==> src/rtl/char_move_arbiter.sv <==
// Cat/mouse step arbiter: round-robin grant, one shared maze-wall lookup, registered positions.
// Optional CATMOUSE_WRAP_EN: off-grid targets wrap to the opposite edge instead of failing.
module char_move_arbiter #(
  parameter int GRID_W   = 32,
  parameter int GRID_H   = 24,
  parameter int CAT_X0   = 0,
  parameter int CAT_Y0   = 0,
  parameter int MOUSE_X0 = 31,
  parameter int MOUSE_Y0 = 23
) (
  input  logic       clk,
  input  logic       rst,
  input  logic       cat_req,
  input  logic       mouse_req,
  input  logic [1:0] cat_dir,
  input  logic [1:0] mouse_dir,
  output logic       wall_rd,
  output logic [5:0] wall_x,
  output logic [5:0] wall_y,
  input  logic       wall_hit,
  output logic       cat_ack,
  output logic       mouse_ack,
  output logic       move_ok,
  output logic [5:0] cat_x,
  output logic [5:0] cat_y,
  output logic [5:0] mouse_x,
  output logic [5:0] mouse_y,
  output logic       caught,
  output logic [1:0] dbg_state
);

  // Handshake: a requester holds req (and dir) until its one-cycle ack; dir is
  // captured at grant, and dropping req after grant does not cancel the step.

  typedef enum logic [1:0] {S_IDLE, S_LOOKUP, S_WAIT, S_COMMIT} state_t;

`ifdef CATMOUSE_WRAP_EN
  localparam logic WRAP = 1'b1;
`else
  localparam logic WRAP = 1'b0;
`endif

  localparam logic [5:0] XMAX = 6'(GRID_W - 1);
  localparam logic [5:0] YMAX = 6'(GRID_H - 1);

  state_t     state, state_n;
  logic       gnt_mouse, last_mouse, blocked;
  logic [5:0] tgt_x, tgt_y;

  logic       grant, grant_mouse, edge_hit;
  logic [1:0] src_dir;
  logic [5:0] src_x, src_y, nxt_x, nxt_y;
  logic [5:0] new_cat_x, new_cat_y, new_mouse_x, new_mouse_y;

  always_comb begin
    grant       = 1'b0;
    grant_mouse = 1'b0;
    if (state == S_IDLE && !caught && (cat_req || mouse_req)) begin
      grant       = 1'b1;
      grant_mouse = mouse_req && (!cat_req || !last_mouse);
    end
    src_x   = grant_mouse ? mouse_x   : cat_x;
    src_y   = grant_mouse ? mouse_y   : cat_y;
    src_dir = grant_mouse ? mouse_dir : cat_dir;

    // Edge cells produce the wrapped coordinate; edge_hit marks the off-grid case.
    edge_hit = 1'b0;
    nxt_x    = src_x;
    nxt_y    = src_y;
    case (src_dir)
      2'd0: if (src_x == XMAX) begin edge_hit = 1'b1; nxt_x = 6'd0; end
            else nxt_x = src_x + 6'd1;
      2'd1: if (src_y == YMAX) begin edge_hit = 1'b1; nxt_y = 6'd0; end
            else nxt_y = src_y + 6'd1;
      2'd2: if (src_x == 6'd0) begin edge_hit = 1'b1; nxt_x = XMAX; end
            else nxt_x = src_x - 6'd1;
      default: if (src_y == 6'd0) begin edge_hit = 1'b1; nxt_y = YMAX; end
               else nxt_y = src_y - 6'd1;
    endcase
  end

  always_comb begin
    state_n   = state;
    wall_rd   = 1'b0;
    cat_ack   = 1'b0;
    mouse_ack = 1'b0;
    move_ok   = 1'b0;
    case (state)
      S_IDLE:   if (grant) state_n = (edge_hit && !WRAP) ? S_COMMIT : S_LOOKUP;
      S_LOOKUP: begin
        wall_rd = 1'b1;
        state_n = S_WAIT;
      end
      S_WAIT:   state_n = S_COMMIT;
      default: begin
        cat_ack   = !gnt_mouse;
        mouse_ack = gnt_mouse;
        move_ok   = !blocked;
        state_n   = S_IDLE;
      end
    endcase
  end

  always_comb begin
    new_cat_x   = cat_x;
    new_cat_y   = cat_y;
    new_mouse_x = mouse_x;
    new_mouse_y = mouse_y;
    if (state == S_COMMIT && !blocked) begin
      if (gnt_mouse) begin
        new_mouse_x = tgt_x;
        new_mouse_y = tgt_y;
      end else begin
        new_cat_x = tgt_x;
        new_cat_y = tgt_y;
      end
    end
  end

  always_ff @(posedge clk or posedge rst) begin
    if (rst) begin
      state      <= S_IDLE;
      gnt_mouse  <= 1'b0;
      last_mouse <= 1'b1;
      blocked    <= 1'b0;
      tgt_x      <= 6'd0;
      tgt_y      <= 6'd0;
      cat_x      <= 6'(CAT_X0);
      cat_y      <= 6'(CAT_Y0);
      mouse_x    <= 6'(MOUSE_X0);
      mouse_y    <= 6'(MOUSE_Y0);
      caught     <= 1'b0;
    end else begin
      state <= state_n;
      if (grant) begin
        gnt_mouse  <= grant_mouse;
        last_mouse <= grant_mouse;
        tgt_x      <= nxt_x;
        tgt_y      <= nxt_y;
        blocked    <= edge_hit && !WRAP;
      end
      if (state == S_WAIT) blocked <= wall_hit;
      cat_x   <= new_cat_x;
      cat_y   <= new_cat_y;
      mouse_x <= new_mouse_x;
      mouse_y <= new_mouse_y;
      if (state == S_COMMIT && new_cat_x == new_mouse_x && new_cat_y == new_mouse_y)
        caught <= 1'b1;
    end
  end

  assign wall_x    = tgt_x;
  assign wall_y    = tgt_y;
  assign dbg_state = state;

endmodule

==> config.mk <==
export PLATFORM = sky130hd
export DESIGN_NAME = char_move_arbiter
export DESIGN_NICKNAME = d
export VERILOG_FILES = /design/src/rtl/char_move_arbiter.sv
export SDC_FILE = /design/constraint.sdc
export NUM_CORES = 1
export LEC_CHECK = 0
export CELL_PAD_IN_SITES_DETAIL_PLACEMENT = 2
export CELL_PAD_IN_SITES_GLOBAL_PLACEMENT = 2
export CORE_MARGIN = 1.5
export CORE_UTILIZATION = 30
export CTS_BUF_LIST = sky130_fd_sc_hd__clkbuf_2 sky130_fd_sc_hd__clkbuf_4 sky130_fd_sc_hd__clkbuf_8
export CTS_CLUSTER_SIZE = 10
export DETAILED_ROUTE_END_ITERATION = 10
export DONT_BUFFER_PORTS = 1
export PLACE_DENSITY_LB_ADDON = 0.1
export SLEW_MARGIN = 10
export SYNTH_ARGS = -nofsm -noshare
export SYNTH_HDL_FRONTEND = slang
export SYNTH_SLANG_ARGS = --single-unit
==> constraint.sdc <==
create_clock -name clk -period 3.9 [get_ports clk]
set_clock_uncertainty 0.15 [all_clocks]
set_input_delay 0.39 -clock clk [delete_from_list [all_inputs] [get_ports clk]]
set_output_delay 0.39 -clock clk [all_outputs]
set_load 0.05 [all_outputs]
==> impl_results.md, run 1 <==
- Rows: 39
- Yosys reg bits: 42
- Via count: 3506
- Core area: 0.0115 mm^2
- Initial antenna violation count: 0
- Clock Latency Late Sink: 0.32 ns
- # setup viols final: 0
- Worst path depth: 11
- Final WL: 14900 um
- Tcrit/Tclk final: 86.2%
- Post-synth EDFFs: 0
- NetSw: 2.50 mW
- Mapped cell area: 0.00354 mm^2
- Crit path max fanout: 9
- Cell Chain, Critical Path: inv_1 -> ha_1 -> nor2b_1 -> buf_4 -> nand3_1 -> o21ai_1 -> ha_1 -> or4b_1 -> a221oi_1 -> o2111ai_1 -> a21oi_1
- Max_slew headroom: 33.6%
- Fmax: 298 MHz
- Root buffer cell: clkbuf_8
- Clock net sink count: 42
- PortBufs: 0
- Hold Fails Final Rpt: 0
- Outcome: complete, no violations
- Post-synth cell types: 64
- Crit. End Element: flop
- Total CTS buffers: 5
- RSZ-0062 raised after global routing: false
- Nets@finish: 470
- Clock Path Buffers: 2
- Slowest CP cell: or4b_1
- Syn_area_per_cell: 7.65 um^2
- Register area share after synthesis: 30.0%
- Wirelength per Cell: 25.0 um
- Fin. max-slew vios: 0
- Placer Congestion: 0.860
- Die Y: 112 um
- Most frequent CP cell: ha_1
- Min Tclk post-route: 3.36 ns
- Area leader, netlist: dfrtp_1
- Critical path's largest stage delay: 0.50 ns
- Synth area leaders: dfrtp_1 (23%), nand2_1 (11%), dfstp_2 (7.4%)
- I/O Pins: 52
- Most frequent cells in the layout: nand2_1 (101), dfrtp_1 (32), xnor2_1 (25)
- TritonCTS clock tree: done
- Cells after Synth: 463
- Layout cells sized above 1: 12.4%
- Fin util: 32.9%
- Area share of the largest cell type after synthesis: 22.6%
- Internal power: 1.62 mW
- Clock Pin Slew Worst Setup and Hold Paths: 0.09 ns
- Syn nets: 481
- Comb pwr share: 53.1%
- Cell count of the worst reg-to-reg path: 11
- Number of global-route vias before repair: 3876
- Htree depth: 2
- Max-cap viol count: 0
- Startpoint types: flop
- Drt first-iter violations: 211
- Maximum vdd drop: 0.405 mV
- Clock power share: 8.0%
- P&R area growth vs syn: 6.50%
- WP data arrival: 3.46 ns
- Synth Warn #: 0
- Initial Utilization: 30.9%
- Hold Crit Class: primary input to async pin
- Power per cell area: 1090 mW/mm^2
- Die area: 0.0125 mm^2
- ANT cells: 0
- Largest net degree at the start of global routing: 43
- Crit path buf inv count: 2
- Crit path kind: flop to flop
- Global route overflow: 0
- Detail Route Antenna Nets: 0
- First-pass GRT wire length: 23600 um
- Die X-Extent: 112 um
- Post-CTS setup buffer count: 0
- Post-CTS Hold Fix Bufs: 0
- Setup TNS: 0 ns
- Data required, critical path: 4.00 ns
- Asr flop ratio synth: 100%
- Hpwl dp: 10900 um
- Post_cts resized: 0
- Worst Tran Pin Value: 0.994 ns
- Initial DRT Pass Iterations: 4
- Residual DRC: 0
- Switch share: 60.6%
- Leakage: 1.52 nW
- Delay-heaviest family, CP: compound AO/OA/AOI/OAI gates
- Total Routing Usage GR: 24.7%
- Top FF cell, synth: dfrtp_1
- Sequential power share: 39.0%
- Vias per cell: 5.88
- Most common cell after layout, fill and taps aside: nand2_1
[synth_stat cells, types with 8 or more instances]
cell type,number
nor2_1,24
dfrtp_1,32
clkbuf_1,22
o21ai_0,23
ha_1,9
buf_2,11
mux2i_1,11
nand2_1,101
inv_1,13
xnor2_1,25
a21oi_1,20
nor3_1,16
dfstp_2,10
nand3_1,21
o22ai_1,8
[cell families (layout without fill, tap and decap cells)]
logic type / count (synthesis) / in the layout / synth area share (%)
xor gates and xnor gates: 25 / 25 / 6.18
and+or+nand+nor: 208 / 208 / 27.9
adders and majority gates: 9 / 9 / 3.18
buffers and inverters: 53 / 43 / 7.17
DFF: 42 / 42 / 30.0
muxes: 16 / 16 / 4.70
AOI/OAI and AO/OA: 110 / 110 / 20.8
[path summary, 6_finish.rpt]
path / start / to / slack (ns)
worst max-delay path: dbg_state[1] / blocked / 0.54
worst min-delay path: rst / cat_x[2] / 0.02
worst max register to register: dbg_state[1] / blocked / 0.54
worst min register to register: last_mouse / last_mouse / 0.34
max in group asynchronous: rst / mouse_y[5] / 2.95
min in group clk: wall_hit / blocked / 0.12
[metrics by stage]
stage	setup slack (ns)	power, mW	cell area, um^2	instances	hold WS [ns]
after CTS	0.530	4.15	3770	596	0.0539
after floorplan	0.386	3.10	3540	463	0.303
after global routing	0.234	4.41	3770	596	0.101
after detailed placement	0.575	3.81	3680	588	0.333
after global placement	0.699	3.73	3680	588	0.327
final	0.539	4.12	3770	596	0.0178
[layer usage]
metal / global-route usage (%) / routed length, um
met1: 34.0 / 6770
met2: 40.5 / 7000
met3: 3.97 / 886
met4: 6.33 / 233
met5: 0 / 0
[state kept, by name (all words and copies together) (netlist names)]
name / flops
cat_x: 6
last_mouse: 1
blocked: 1
dbg_state: 2
gnt_mouse: 1
mouse_y: 6
caught: 1
mouse_x: 6
cat_y: 6
wall_y: 6
wall_x: 6
[area by class of cell]
| cell class | count | area [um^2] |
|---|---|---|
| Tap cell | 143 | 179 |
| Fill cell | 1333 | 7700 |
| Inverter | 14 | 52.6 |
| Multi-Input combinational cell | 368 | 2220 |
| Clock buffer | 7 | 90.1 |
| Timing Repair Buffer | 21 | 158 |
| Sequential cell | 42 | 1060 |
| Clock inverter | 1 | 5.00 |
[power by group through the flow]
stage          registers, mW  logic, mW  clock network (mW)
4_1_cts                 1.61       2.20               0.338
2_1_floorplan           1.53       1.57                   0
3_3_place_gp            1.62       2.11                   0
5_1_grt                 1.66       2.41               0.349
6_report                1.61       2.19               0.329
3_5_place_dp            1.62       2.19                   0
[worst register-to-register path, stage by stage, from the launching register on]
cell and delay (ns):
dfrtp_1 0.39, inv_1 0.10, ha_1 0.26, nor2b_1 0.24, buf_4 0.19, nand3_1 0.08
o21ai_1 0.23, ha_1 0.44, or4b_1 0.50, a221oi_1 0.30, o2111ai_1 0.21, a21oi_1 0.20
No activity file was read; power rests on OpenSTA's default activity.
==> inputs of run 2 (changes only) <==
Settings changed: CAP_MARGIN set to 30.
==> run 2 against run 1 <==
  * Final area increased by 0.80%
  * Clock power about the same
  * Hold slack improved by 0.11 ns
  * Combinational power about the same
  * Fmax decreased by 1.2%
  * Flip-flop and latch count unchanged
  * Setup slack got worse by 0.042 ns
  * Cell count increased by 0.34%
  * Sequential power about the same
  * Global-route usage increased by 0.31 points
  * Count of clock-buffer cells in the layout unchanged
  * Highest routed layer unchanged
==> impl_results.md, run 2 (synthesis gave the netlist of run 1 again) <==
- Maximum vdd drop: 0.426 mV (+5.2%)
- Cell Chain, Critical Path: nand2b_1 -> nor2_2 -> o21ai_0 -> ha_1 -> nand2_1 -> o41ai_1 -> o22ai_1 -> a221oi_1 -> o2111ai_1 -> a21oi_1
- Root buffer cell: clkbuf_8
- Via count: 3512 (+0.17%)
- Initial DRT Pass Iterations: 4 (unchanged)
- Slowest CP cell: dfrtp_1
- Placer Congestion: 0.860 (unchanged)
- Residual DRC: 0 (unchanged)
- Total CTS buffers: 5 (unchanged)
- Drt first-iter violations: 200 (-5.2%)
- Wirelength per Cell: 24.7 um (-1.2%)
- Total Routing Usage GR: 25.0% (+0.31 points)
- Most frequent cells in the layout: nand2_1 (101), dfrtp_1 (32), xnor2_1 (25)
- Core area: 0.0115 mm^2 (unchanged)
- Fmax: 294 MHz (-1.2%)
- Initial antenna violation count: 0 (unchanged)
- Detail Route Antenna Nets: 0 (unchanged)
- Tcrit/Tclk final: 87.3% (+1.1 points)
- Hpwl dp: 11100 um (+1.7%)
- TritonCTS clock tree: done
- Global route overflow: 0 (unchanged)
- NetSw: 2.49 mW (-0.26%)
- WP data arrival: 3.50 ns (+0.04 ns)
- Layout cells sized above 1: 12.5% (+0.17 points)
- Initial Utilization: 30.9% (unchanged)
- Sequential power share: 39.0% (about the same)
- Hold Crit Class: primary input to flop
- Clock net sink count: 42 (unchanged)
- Number of global-route vias before repair: 3869 (-0.18%)
- I/O Pins: 52 (unchanged)
- Internal power: 1.63 mW (+0.20%)
- Max-cap viol count: 0 (unchanged)
- Nets@finish: 472 (+0.43%)
- Clock power share: 8.0% (about the same)
- Vias per cell: 5.87 (-0.16%)
- Data required, critical path: 3.99 ns (about the same)
- Comb pwr share: 53.0% (about the same)
- Max_slew headroom: 37.5% (+3.9 points)
- Rows: 39 (unchanged)
- Leakage: 1.53 nW (+0.89%)
- Clock Path Buffers: 2 (unchanged)
- Die X-Extent: 112 um (unchanged)
- Switch share: 60.5% (-0.11 points)
- Worst Tran Pin Value: 0.937 ns (-0.0573 ns)
- Die area: 0.0125 mm^2 (unchanged)
- Setup TNS: 0 ns (unchanged)
- RSZ-0062 raised after global routing: false
- Largest net degree at the start of global routing: 23 (-47%)
- Hold Fails Final Rpt: 0 (unchanged)
- Crit path kind: flop to flop
- Crit. End Element: flop
- Post-CTS setup buffer count: 0 (unchanged)
- PortBufs: 0 (unchanged)
- Crit path max fanout: 7 (-2)
- First-pass GRT wire length: 23800 um (+0.52%)
- # setup viols final: 0 (unchanged)
- Critical path's largest stage delay: 0.70 ns (+0.20 ns)
- Outcome: complete, no violations
- WHS: 0.123 ns (+0.106 ns)
- Final WL: 14800 um (-0.91%)
- Die Y: 112 um (unchanged)
- Htree depth: 2 (unchanged)
- Min Tclk post-route: 3.40 ns (+0.0420 ns)
- Clock Latency Late Sink: 0.32 ns (about the same)
- Most common cell after layout, fill and taps aside: nand2_1
- P&R area growth vs syn: 7.35%
- Clock Pin Slew Worst Setup and Hold Paths: 0.09 ns (about the same)
- Startpoint types: flop
- Fin. max-slew vios: 0 (unchanged)
- Power per cell area: 1080 mW/mm^2 (-0.87%)
- ANT cells: 0 (unchanged)
-- run 2: changes by cell type in the layout (fill, tap and decap cells not counted) --
cell           before  now
buf_12              0    1
dlygate4sd3_1       0    1
-- run 2: final cells by class --
class                           count  area, um^2
Fill cell                        1338        7670
Multi-Input combinational cell    368        2220
Sequential cell                    42        1060
Timing Repair Buffer               23         188
Tap cell                          143         179
Clock buffer                        7        90.1
Inverter                           14        52.6
Clock inverter                      1        5.00
-- run 2: worst paths after layout --
check / start / to / slack (ns) / cells past startpoint
max: caught / blocked / 0.50 / 10
min: wall_hit / blocked / 0.12 / 2
max reg2reg: caught / blocked / 0.50 / 10
min reg2reg: last_mouse / last_mouse / 0.35 / 2
max in group asynchronous: rst / mouse_y[4] / 2.61 / 3
min in group asynchronous: rst / cat_x[2] / 0.40 / 2
-- run 2: routing by layer --
layer	routed length, um	global-route usage, %	vias to the layer above	part of all wire [%]
met5	0	0	-	0
met4	301	7.76	0	2.0
met3	682	4.41	19	4.6
met2	6950	40.1	64	47
met1	6820	34.4	1811	46
li1	-	-	1618	-
-- run 2: metrics by stage --
| stage | setup slack, ns | power (mW) | utilization (%) | cell area [um^2] | cells |
|---|---|---|---|---|---|
| global route | 0.173 | 4.43 | 33.1 | 3800 | 598 |
| global placement | 0.699 | 3.73 | 32.1 | 3680 | 588 |
| detailed placement | 0.544 | 3.82 | 32.2 | 3700 | 589 |
| floorplan | 0.386 | 3.10 | - | 3540 | 463 |
| CTS | 0.517 | 4.17 | 33.1 | 3800 | 598 |
| finish | 0.497 | 4.12 | 33.1 | 3800 | 598 |
-- run 2: repair_timing --
| action | 4_1_cts | 5_1_grt |
|---|---|---|
| hold endpoints to repair | 14 | 0 |
| resized for setup | 0 | 0 |
| hold buffers | 1 | 0 |
-- run 2: power by group through the flow --
stage / clock network (mW) / logic [mW] / registers, mW
6_report: 0.329 / 2.18 / 1.61
5_1_grt: 0.352 / 2.42 / 1.66
4_1_cts: 0.338 / 2.21 / 1.62
3_5_place_dp: 0 / 2.20 / 1.62
3_3_place_gp: 0 / 2.11 / 1.62
2_1_floorplan: 0 / 1.57 / 1.53
-- run 2: critical path: cells and delay by family (launching register included) --
kind                       cells  cell delay [ns]
adders and majority gates      1             0.40
DFF                            1             0.70
and+or+nand+nor                3             0.56
AOI/OAI and AO/OA              6             1.50
